<file path="src/rtl/cordic_rr_sched.sv">
// cordic_rr_sched: round-robin scheduler sharing one pipelined CORDIC between
// N_REQ requesters. A tag FIFO records the requester id of each in-flight
// operation so that results can be returned tagged with their owner.
// Optional watchdog: define CORDIC_SCHED_WDOG_EN.
module cordic_rr_sched #(
  parameter int unsigned N_REQ        = 3,
  parameter int unsigned DW           = 17,
  parameter int unsigned MAX_INFLIGHT = 16,
  parameter int unsigned IDW          = 2,
  parameter int unsigned WDOG_LIMIT   = 64
) (
  input  logic                          clk,
  input  logic                          rst,
  input  logic [N_REQ-1:0]              req_valid,
  input  logic [N_REQ*DW-1:0]           req_x,
  input  logic [N_REQ*DW-1:0]           req_y,
  input  logic [N_REQ*DW-1:0]           req_theta,
  output logic [N_REQ-1:0]              req_ready,
  output logic                          cor_valid_in,
  output logic [DW-1:0]                 cor_x_i,
  output logic [DW-1:0]                 cor_y_i,
  output logic [DW-1:0]                 cor_theta_i,
  input  logic                          cor_valid_out,
  input  logic [DW-1:0]                 cor_x_o,
  input  logic [DW-1:0]                 cor_y_o,
  input  logic [DW-1:0]                 cor_theta_o,
  output logic                          rsp_valid,
  output logic [IDW-1:0]                rsp_id,
  output logic [DW-1:0]                 rsp_x,
  output logic [DW-1:0]                 rsp_y,
  output logic [DW-1:0]                 rsp_theta,
  output logic [$clog2(MAX_INFLIGHT):0] inflight,
  output logic                          err_unexp,
  output logic                          err_timeout
);

  localparam int unsigned AW = $clog2(MAX_INFLIGHT);
  localparam logic [AW:0] FULL = (AW+1)'(MAX_INFLIGHT);

  if (N_REQ < 2 || N_REQ > 8 || MAX_INFLIGHT < 2 ||
      (MAX_INFLIGHT & (MAX_INFLIGHT - 1)) != 0 ||
      WDOG_LIMIT < 1 || (1 << IDW) < N_REQ) begin : g_bad_param
    $error("cordic_rr_sched: illegal parameter set");
  end

  logic [IDW-1:0] rr_ptr;
  logic           hit_hi, hit_lo, grant, pop, wdog_fire;
  logic [IDW-1:0] id_hi, id_lo, gnt_id;
  logic [DW-1:0]  sel_x, sel_y, sel_theta;
  logic [IDW-1:0] tag_mem [MAX_INFLIGHT];
  logic [AW-1:0]  wr_ptr, rd_ptr;

  // Rotating priority: first valid requester above rr_ptr, else first at or below it.
  always_comb begin
    hit_hi = 1'b0;
    hit_lo = 1'b0;
    id_hi  = '0;
    id_lo  = '0;
    for (int unsigned i = 0; i < N_REQ; i++) begin
      if (req_valid[i] && !hit_hi && (IDW'(i) > rr_ptr)) begin
        hit_hi = 1'b1;
        id_hi  = IDW'(i);
      end
      if (req_valid[i] && !hit_lo && (IDW'(i) <= rr_ptr)) begin
        hit_lo = 1'b1;
        id_lo  = IDW'(i);
      end
    end
    grant  = (inflight != FULL) && (hit_hi || hit_lo);
    gnt_id = hit_hi ? id_hi : id_lo;
  end

  assign req_ready = grant ? (N_REQ'(1) << gnt_id) : '0;
  assign pop       = cor_valid_out && (inflight != '0);

  // Operand mux selecting the granted requester's slices.
  always_comb begin
    sel_x     = '0;
    sel_y     = '0;
    sel_theta = '0;
    for (int unsigned i = 0; i < N_REQ; i++) begin
      if (IDW'(i) == gnt_id) begin
        sel_x     = req_x[i*DW +: DW];
        sel_y     = req_y[i*DW +: DW];
        sel_theta = req_theta[i*DW +: DW];
      end
    end
  end

`ifdef CORDIC_SCHED_WDOG_EN
  localparam int unsigned WW = $clog2(WDOG_LIMIT + 1);
  logic [WW-1:0] wdog_cnt;

  assign wdog_fire = (inflight != '0) && !pop && (wdog_cnt == WW'(WDOG_LIMIT - 1));

  // Watchdog: counts cycles without a pop while work is outstanding.
  always_ff @(posedge clk) begin
    if (!rst) begin
      wdog_cnt    <= '0;
      err_timeout <= 1'b0;
    end else if (pop || (inflight == '0) || wdog_fire) begin
      wdog_cnt <= '0;
      if (wdog_fire) err_timeout <= 1'b1;
    end else begin
      wdog_cnt <= wdog_cnt + WW'(1);
    end
  end
`else
  assign wdog_fire   = 1'b0;
  assign err_timeout = 1'b0;
`endif

  // Tag storage; contents are only meaningful between the pointers.
  always_ff @(posedge clk) begin
    if (grant) tag_mem[wr_ptr] <= gnt_id;
  end

  // Issue, return, credit tracking and error flag.
  always_ff @(posedge clk) begin
    if (!rst) begin
      rr_ptr       <= IDW'(N_REQ - 1);
      cor_valid_in <= 1'b0;
      cor_x_i      <= '0;
      cor_y_i      <= '0;
      cor_theta_i  <= '0;
      rsp_valid    <= 1'b0;
      rsp_id       <= '0;
      rsp_x        <= '0;
      rsp_y        <= '0;
      rsp_theta    <= '0;
      inflight     <= '0;
      wr_ptr       <= '0;
      rd_ptr       <= '0;
      err_unexp    <= 1'b0;
    end else begin
      cor_valid_in <= grant;
      if (grant) begin
        rr_ptr      <= gnt_id;
        cor_x_i     <= sel_x;
        cor_y_i     <= sel_y;
        cor_theta_i <= sel_theta;
      end
      rsp_valid <= pop;
      if (pop) begin
        rsp_id    <= tag_mem[rd_ptr];
        rsp_x     <= cor_x_o;
        rsp_y     <= cor_y_o;
        rsp_theta <= cor_theta_o;
      end
      if (cor_valid_out && (inflight == '0)) err_unexp <= 1'b1;
      // A watchdog flush discards everything, including an accept in the same cycle.
      if (wdog_fire) begin
        wr_ptr   <= '0;
        rd_ptr   <= '0;
        inflight <= '0;
      end else begin
        if (grant) wr_ptr <= wr_ptr + AW'(1);
        if (pop)   rd_ptr <= rd_ptr + AW'(1);
        case ({grant, pop})
          2'b10:   inflight <= inflight + (AW+1)'(1);
          2'b01:   inflight <= inflight - (AW+1)'(1);
          default: inflight <= inflight;
        endcase
      end
    end
  end

endmodule

</file>
<file path="config.mk">
export PLATFORM = sky130hd
export DESIGN_NAME = cordic_rr_sched
export DESIGN_NICKNAME = d
export VERILOG_FILES = /design/src/rtl/cordic_rr_sched.sv
export SDC_FILE = /design/constraint.sdc
export NUM_CORES = 1
export LEC_CHECK = 0
export CAP_MARGIN = 25
export CELL_PAD_IN_SITES_DETAIL_PLACEMENT = 0
export CELL_PAD_IN_SITES_GLOBAL_PLACEMENT = 1
export CORE_MARGIN = 2
export CORE_UTILIZATION = 27
export DETAILED_ROUTE_END_ITERATION = 6
export PLACE_DENSITY = 0.9
export SLEW_MARGIN = 20
export SYNTH_ARGS = -nofsm -noshare
export SYNTH_HDL_FRONTEND = slang
export SYNTH_SLANG_ARGS = --single-unit
</file>
<file path="constraint.sdc">
create_clock -name clk -period 3.16 [get_ports clk]
set_clock_uncertainty 0.1 [all_clocks]
set_input_delay 0.474 -clock clk [delete_from_list [all_inputs] [get_ports clk]]
set_output_delay 0.474 -clock clk [all_outputs]
set_load 0.01 [all_outputs]
</file>
==> results of run 1 <==
-- final timing paths --
kind / startpoint / end / slack, ns
max: req_valid[1] / req_ready[2] / 0.25
max reg2reg: inflight[1] / inflight[2] / 0.43
min: rsp_y[1] / rsp_y[1] / 0.35
min reg2reg: rsp_y[1] / rsp_y[1] / 0.35
-- state kept, by name, summed over array words and instances (netlist names), 5 cells and up --
name         count
cor_theta_i     17
cor_x_i         17
cor_y_i         17
inflight         5
rsp_theta       17
rsp_x           17
rsp_y           17
tag_mem         32
-- critical path: cells and delay by family --
family,cells,cell delay [ns]
compound gates,1,0.10
buf+inv,3,1.14
simple gates,2,0.62
-- through the flow --
stage | setup WS (ns) | instance area [um2] | total power [mW] | std cells | setup TNS (ns)
after floorplan | 0.155 | 6840 | 3.74 | 736 | 0
after CTS | 0.223 | 10900 | 6.75 | 1373 | 0
after global placement | 0.0503 | 10300 | 4.76 | 1341 | 0
after detailed placement | -0.0510 | 10300 | 4.79 | 1341 | -0.0681
final | 0.247 | 10900 | 6.65 | 1373 | 0
after global routing | 0.121 | 10900 | 7.04 | 1373 | 0
-- layer usage --
metal  vias up  part of all wire, %  wire, um
met5         -                    0         0
met1      3086                   42      9300
met2       253                   48     10700
met3        25                  8.6      1920
li1       3260                    -         -
met4         0                  1.9       428
-- area by class of cell --
type / count / area (um2)
clock buffers: 19 / 443
clock inverters: 13 / 108
fillers: 2462 / 14200
inverters: 12 / 50.0
multi-input cells: 503 / 3020
flip-flops and latches: 154 / 3400
well taps: 330 / 413
repair buffers: 342 / 3430
-- power breakdown --
part           internal (mW)  switching (mW)  total (mW)
clock                   1.05           0.871        1.92
sequential              2.31           0.222        2.53
combinational           1.11            1.09        2.20
-- cell usage after synthesis, types with 2 or more instances --
cell         n
buf_4        3
dfxtp_1    122
nand2_1    116
a31oi_1      5
o22ai_1     58
xnor2_1      3
inv_1        9
edfxtp_1    32
o21ai_0      7
or2_2        2
a211o_1      2
clkbuf_1    37
nor2_1      76
a2111oi_1   33
a2111oi_2   18
nor3_1      58
ha_1         8
buf_6       15
a21oi_1     60
or3_1        3
inv_2        2
nor3b_1      2
buf_2       11
xor2_1       5
nand2b_1     6
nor2b_1      2
mux2i_1     19
nand3_1      2
a22oi_1      2
o21bai_1     2
-- logic make-up after synthesis --
group                      share of synthesized area (%)
AOI/OAI and AO/OA                                   21.3
xor gates and xnor gates                            1.02
adders and majority gates                           1.46
buffers and inverters                               6.39
DFF                                                 49.8
muxes                                               2.78
other                                             0.0549
and+or+nand+nor                                     17.2
-- cells in the final DEF (no fill, tap or decap), types with 4 or more instances in the layout --
cell	netlist	final
a2111oi_1	33	33
a2111oi_2	18	18
a21oi_1	60	60
a31oi_1	5	5
buf_12	0	4
buf_4	3	14
clkbuf_16	0	17
clkdlybuf4s50_1	0	324
dfxtp_1	122	122
edfxtp_1	32	32
ha_1	8	8
inv_1	9	9
inv_6	0	4
mux2i_1	19	19
nand2_1	116	116
nand2b_1	6	6
nor2_1	76	76
nor3_1	58	58
o21ai_0	7	7
o22ai_1	58	58
xor2_1	5	5
==> metrics.md, run 1 <==
| Metric | Value |
|---|---|
| Status | `finished clean` |
| Worst-path clk slew | `about 0.07 ns` |
| # hold bufs at CTS | `0` |
| Largest net degree at the start of global routing | `108` |
| Total die area | `26600 um2` |
| Fmax | `~0.34 GHz` |
| Routed vias | `between 6000 and 7000` |
| Total GRT Usage | `between 10% and 20%` |
| Initial antenna violation count | `0` |
| Yosys cell types | `46` |
| Met1 Use GR | `a little under a fifth` |
| Clock sink count | `roughly 150` |
| Cells after synthesis | `around 740` |
| Final Max Slew Viols | `0` |
| Final WL | `~22000 um` |
| Layout Utilization | `approximately 43%` |
| Hold_ws | `0.353 ns` |
| Max clock buf depth | `2` |
| # rows | `just under 60` |
| Most used cell, CP | `clkdlybuf4s50_1` |
| Antenna-violating nets left | `0` |
| Leak | `3.80 nW` |
| DRT iter0 DRCs | `roughly 360` |
| Fin crit share | `~92%` |
| Drt drc | `0` |
| Root Buffer | `clkbuf_16` |
| Worst path required time | `2.59 ns` |
| Max-slew headroom | `34.5%` |
| Drt wl/cell | `16.3 um` |
| Starting Density | `roughly 27%` |
| Worst hold stages | `2` |
| Placer Congestion | `between 0.8 and 0.9` |
| I/O Pins | `about 330` |
| Inserted Diodes | `0` |
| Largest area contributor in the netlist | `dfxtp_1` |
| Cts bufs inserted | `17` |
| Post-synth ARST share | `0%` |
| Worst path cell trace | `clkdlybuf4s50_1 -> nor3_1 -> a21oi_4 -> inv_4 -> nor2_1 -> clkdlybuf4s50_1` |
| R2R cell count | `10` |
| Synth Warn # | `0` |
| Tmin final | `2.91 ns` |
| Syn_area_per_cell | `around 9.3 um2` |
| Post-DP HPWL | `~16000 um` |
| Max stage delay on crit path | `approximately 0.53 ns` |
| Max-cap check violation count | `0` |
| Die height | `163 um` |
| EDFF count, synth | `32` |
| Setup Fix Bufs, Post-CTS | `0` |
| #FFs+latches synth | `~150` |
| GRT Residual Overflow | `0` |
| H-tree Lvls | `4` |
| Register area share after synthesis | `49.8%` |
| Number of global-route vias before repair | `~6500` |
| Mapped cell area | `6840 um2` |
| Crit-path slowest cell | `nor3_1` |
| Main synth FF type | `dfxtp_1` |
| Busiest layer in global routing | `met2` |
| RSZ-0062 raised after global routing | `false` |
| Syn nets | `around 950` |
| Met2 Use GR | `between 20% and 30%` |
| Crit path DAT | `between 2 and 2.5 ns` |
| Port Buffers | `approximately 320` |
| Post-cts resize count | `0` |
| Layout net count | `around 1200` |
| Setup violators final | `0` |
| Critical path peak fanout | `7` |
| Top cells by area, synth | `dfxtp_1 (36%), edfxtp_1 (14%), nand2_1 (6.4%)` |
| Vias/cell | `between 4 and 5` |
| DRT Pass-1 Iters | `4` |
| Worst setup EP type | `output pin` |
| Global-route wire length before repair | `34300 um` |
| Power Density | `slightly above 600 nW/um2` |
| Chip width | `about 160 um` |
| Startpoint Class | `input port` |
| Core area | `between 20000 and 30000 um2` |
| VDD IR max | `0.304 mV` |
| Hold crit path type | `flip-flop to flip-flop` |
| CTS tree | `done` |
| M3 GR Usage | `roughly 6.1%` |
| Layout cell share with drive strength beyond 1 | `under 10%` |
| Fin. Hold Viols | `0` |
| Worst-Margin Slew | `roughly 0.98 ns` |
| Yosys top cell area share | `35.7%` |
| Worst-Skew Late Latency | `0.42 ns` |
| Area growth syn-to-layout | `58.9%` |
| WS Path Type | `input port to output pin` |
Power figures use the tool's default switching activity.
==> run 2: changes to the inputs <==
--- a/config.mk
+++ b/config.mk
@@ -11,6 +11,7 @@
 export CORE_MARGIN = 2
 export CORE_UTILIZATION = 27
 export DETAILED_ROUTE_END_ITERATION = 6
+export MAX_ROUTING_LAYER = met4
 export PLACE_DENSITY = 0.9
 export SLEW_MARGIN = 20
 export SYNTH_ARGS = -nofsm -noshare
==> run 2 against run 1 <==
- non-clock buffer count did not move
- cell area did not move
- sequential power barely moved
- utilization did not move
- clock-buffer cell count did not move
- combinational power barely moved
- clock power barely moved
==> metrics.md, run 2 (synthesis gave the netlist of run 1 again) <==
| Metric | Value |
|---|---|
| Worst path required time | `2.59 ns (about the same)` |
| Sw power | `2.19 mW (was 2.18 mW)` |
| Worst-Skew Late Latency | `0.42 ns (about the same)` |
| Starting Density | `27.3% (unchanged)` |
| Hold_ws | `0.353 ns (about the same)` |
| WS Path Type | `input port to output pin (unchanged)` |
| Antenna-violating nets left | `0 (unchanged)` |
| H-tree Lvls | `4 (unchanged)` |
| # rows | `58 (unchanged)` |
| Status | `finished clean (unchanged)` |
| Routed vias | `6659 (was 6624)` |
| Largest net degree at the start of global routing | `108 (unchanged)` |
| Tmin final | `2.91 ns (about the same)` |
| Number of global-route vias before repair | `6583 (was 6543)` |
| Inserted Diodes | `0 (unchanged)` |
| Max reg flops | `32 (unchanged)` |
| Max-cap check violation count | `0 (unchanged)` |
| Fin. Hold Viols | `0 (unchanged)` |
| RSZ-0062 raised after global routing | `false (unchanged)` |
| Fin crit share | `92.1% (was 92.2%)` |
| Area growth syn-to-layout | `58.9% (unchanged)` |
| Layout net count | `1248 (unchanged)` |
| Clock group share of total power | `28.9% (about the same)` |
| Comb pwr share | `33.0% (about the same)` |
| DRT Pass-1 Iters | `4 (unchanged)` |
| GRT Residual Overflow | `0 (unchanged)` |
| Port Buffers | `324 (unchanged)` |
| Placer Congestion | `0.814 (was 0.802)` |
| Clock sink count | `154 (unchanged)` |
| Setup violators final | `0 (unchanged)` |
| Initial antenna violation count | `0 (unchanged)` |
| Worst-path clk slew | `0.07 ns (about the same)` |
| Worst R2R End | `inflight[2] (unchanged)` |
| Hold crit path type | `flip-flop to flip-flop (unchanged)` |
| Vias/cell | `4.85 (was 4.82)` |
| Fmax | `0.344 GHz (was 0.343 GHz)` |
| Final WL | `22400 um (about the same)` |
| Fill count | `2462 (unchanged)` |
| Post-DP HPWL | `16100 um (unchanged)` |
| I/O Pins | `326 (unchanged)` |
| Crit path DAT | `2.33 ns (was 2.34 ns)` |
| VDD IR max | `0.304 mV (about the same)` |
| Total GRT Usage | `16.8% (was 16.3%)` |
| Hold endpoint | `rsp_y[1] (unchanged)` |
| Setup Fix Bufs, Post-CTS | `0 (unchanged)` |
| Worst Hold Launch | `rsp_y[1] (unchanged)` |
| Chip width | `163 um (unchanged)` |
| Sequential power share | `38.0% (was 38.1%)` |
| Worst hold stages | `2 (unchanged)` |
| Critical path peak fanout | `7 (unchanged)` |
| Biggest register | `tag_mem (unchanged)` |
| CTS tree | `done (unchanged)` |
| Max-slew headroom | `34.5% (about the same)` |
| R2R cell count | `10 (unchanged)` |
| Most frequent cells in the layout | `clkdlybuf4s50_1 (324), dfxtp_1 (122), nand2_1 (116), nor2_1 (76), a21oi_1 (60) (unchanged)` |
| Layout cell share with drive strength beyond 1 | `7.57% (unchanged)` |
| Int Pwr | `4.47 mW (about the same)` |
| Total Negative Setup Slacks | `0 ns (unchanged)` |
| Drt drc | `0 (unchanged)` |
| Worst setup EP type | `output pin (unchanged)` |
| Startpoint Class | `input port (unchanged)` |
| Worst-Margin Slew | `0.982 ns (was 0.981 ns)` |
| Switching part of the total | `32.9% (was 32.8%)` |
| DRT iter0 DRCs | `358 (was 363)` |
| Root Buffer | `clkbuf_16 (unchanged)` |
| # hold bufs at CTS | `0 (unchanged)` |
| Worst r2r src | `inflight[0] (was inflight[1])` |
| Total die area | `26600 um2 (unchanged)` |
| Post-cts resize count | `0 (unchanged)` |
| Core area | `25000 um2 (unchanged)` |
| Cts bufs inserted | `17 (unchanged)` |
| Die height | `163 um (unchanged)` |
| Leak | `3.80 nW (unchanged)` |
| Final Max Slew Viols | `0 (unchanged)` |
| Max clock buf depth | `2 (unchanged)` |
| Power Density | `613 nW/um2 (was 612 nW/um2)` |
| Drt wl/cell | `16.3 um (about the same)` |
| Most common cell after layout, fill and taps aside | `clkdlybuf4s50_1 (unchanged)` |
| R2r setup slk | `0.41 ns (was 0.43 ns)` |
| Global-route wire length before repair | `34200 um (was 34300 um)` |
## run 2: worst max path at each step
stage | from | endpoint | slack, ns
after floorplan | inflight[1] | inflight[2] | 0.16
after global placement | req_valid[1] | inflight[2] | 0.05
after detailed placement | req_valid[1] | inflight[2] | -0.05
after CTS | req_valid[1] | req_ready[2] | 0.22
after global routing | req_valid[1] | req_ready[2] | 0.12
final | req_valid[1] | req_ready[2] | 0.25
## run 2: power by group through the flow
stage	registers, mW	logic [mW]	clock network, mW
3_5_place_dp	2.57	2.21	0
5_1_grt	2.57	2.40	2.07
6_report	2.53	2.20	1.93
3_3_place_gp	2.56	2.20	0
2_1_floorplan	2.63	1.11	0
4_1_cts	2.53	2.22	1.99
## run 2: area by class of cell
class                   instances  area, um2  area share (%)
flip-flops and latches        154       3400            31.3
repair buffers                342       3430            31.5
well taps                     330        413            3.80
clock buffers                  19        443            4.08
inverters                      12       50.0           0.461
clock inverters                13        108           0.990
multi-input cells             503       3020            27.8
## run 2: through the flow
step	util [%]	instance area [um2]	cells	setup WS, ns	power (mW)
5_1_grt	43.4	10900	1373	0.121	7.04
6_report	43.4	10900	1373	0.251	6.66
3_5_place_dp	41.2	10300	1341	-0.0510	4.79
4_1_cts	43.4	10900	1373	0.223	6.75
2_1_floorplan	-	6840	736	0.155	3.74
3_3_place_gp	41.2	10300	1341	0.0503	4.76
## run 2: critical path: stages
cell and delay, ns:
clkdlybuf4s50_1 0.49, nor3_1 0.53, a21oi_4 0.10, inv_4 0.16, nor2_1 0.09, clkdlybuf4s50_1 0.49
## run 2: per-layer routing
metal | wire (um) | vias to the layer above | global-route usage (%)
met5 | 0 | - | -
met4 | 426 | 0 | 4.99
met3 | 1800 | 25 | 5.10
met2 | 10800 | 264 | 27.9
met1 | 9370 | 3115 | 19.5
li1 | - | 3255 | -
==> run 3: changes to the inputs <==
--- a/config.mk
+++ b/config.mk
@@ -10,10 +10,11 @@
 export CELL_PAD_IN_SITES_GLOBAL_PLACEMENT = 1
 export CORE_MARGIN = 2
 export CORE_UTILIZATION = 27
+export CTS_CLUSTER_SIZE = 25
 export DETAILED_ROUTE_END_ITERATION = 6
 export MAX_ROUTING_LAYER = met4
 export PLACE_DENSITY = 0.9
-export SLEW_MARGIN = 20
+export SLEW_MARGIN = 15
 export SYNTH_ARGS = -nofsm -noshare
 export SYNTH_HDL_FRONTEND = slang
 export SYNTH_SLANG_ARGS = --single-unit
==> results of run 3 <==
Same layout as run 2: the final DEF is identical, and so are final timing and power.
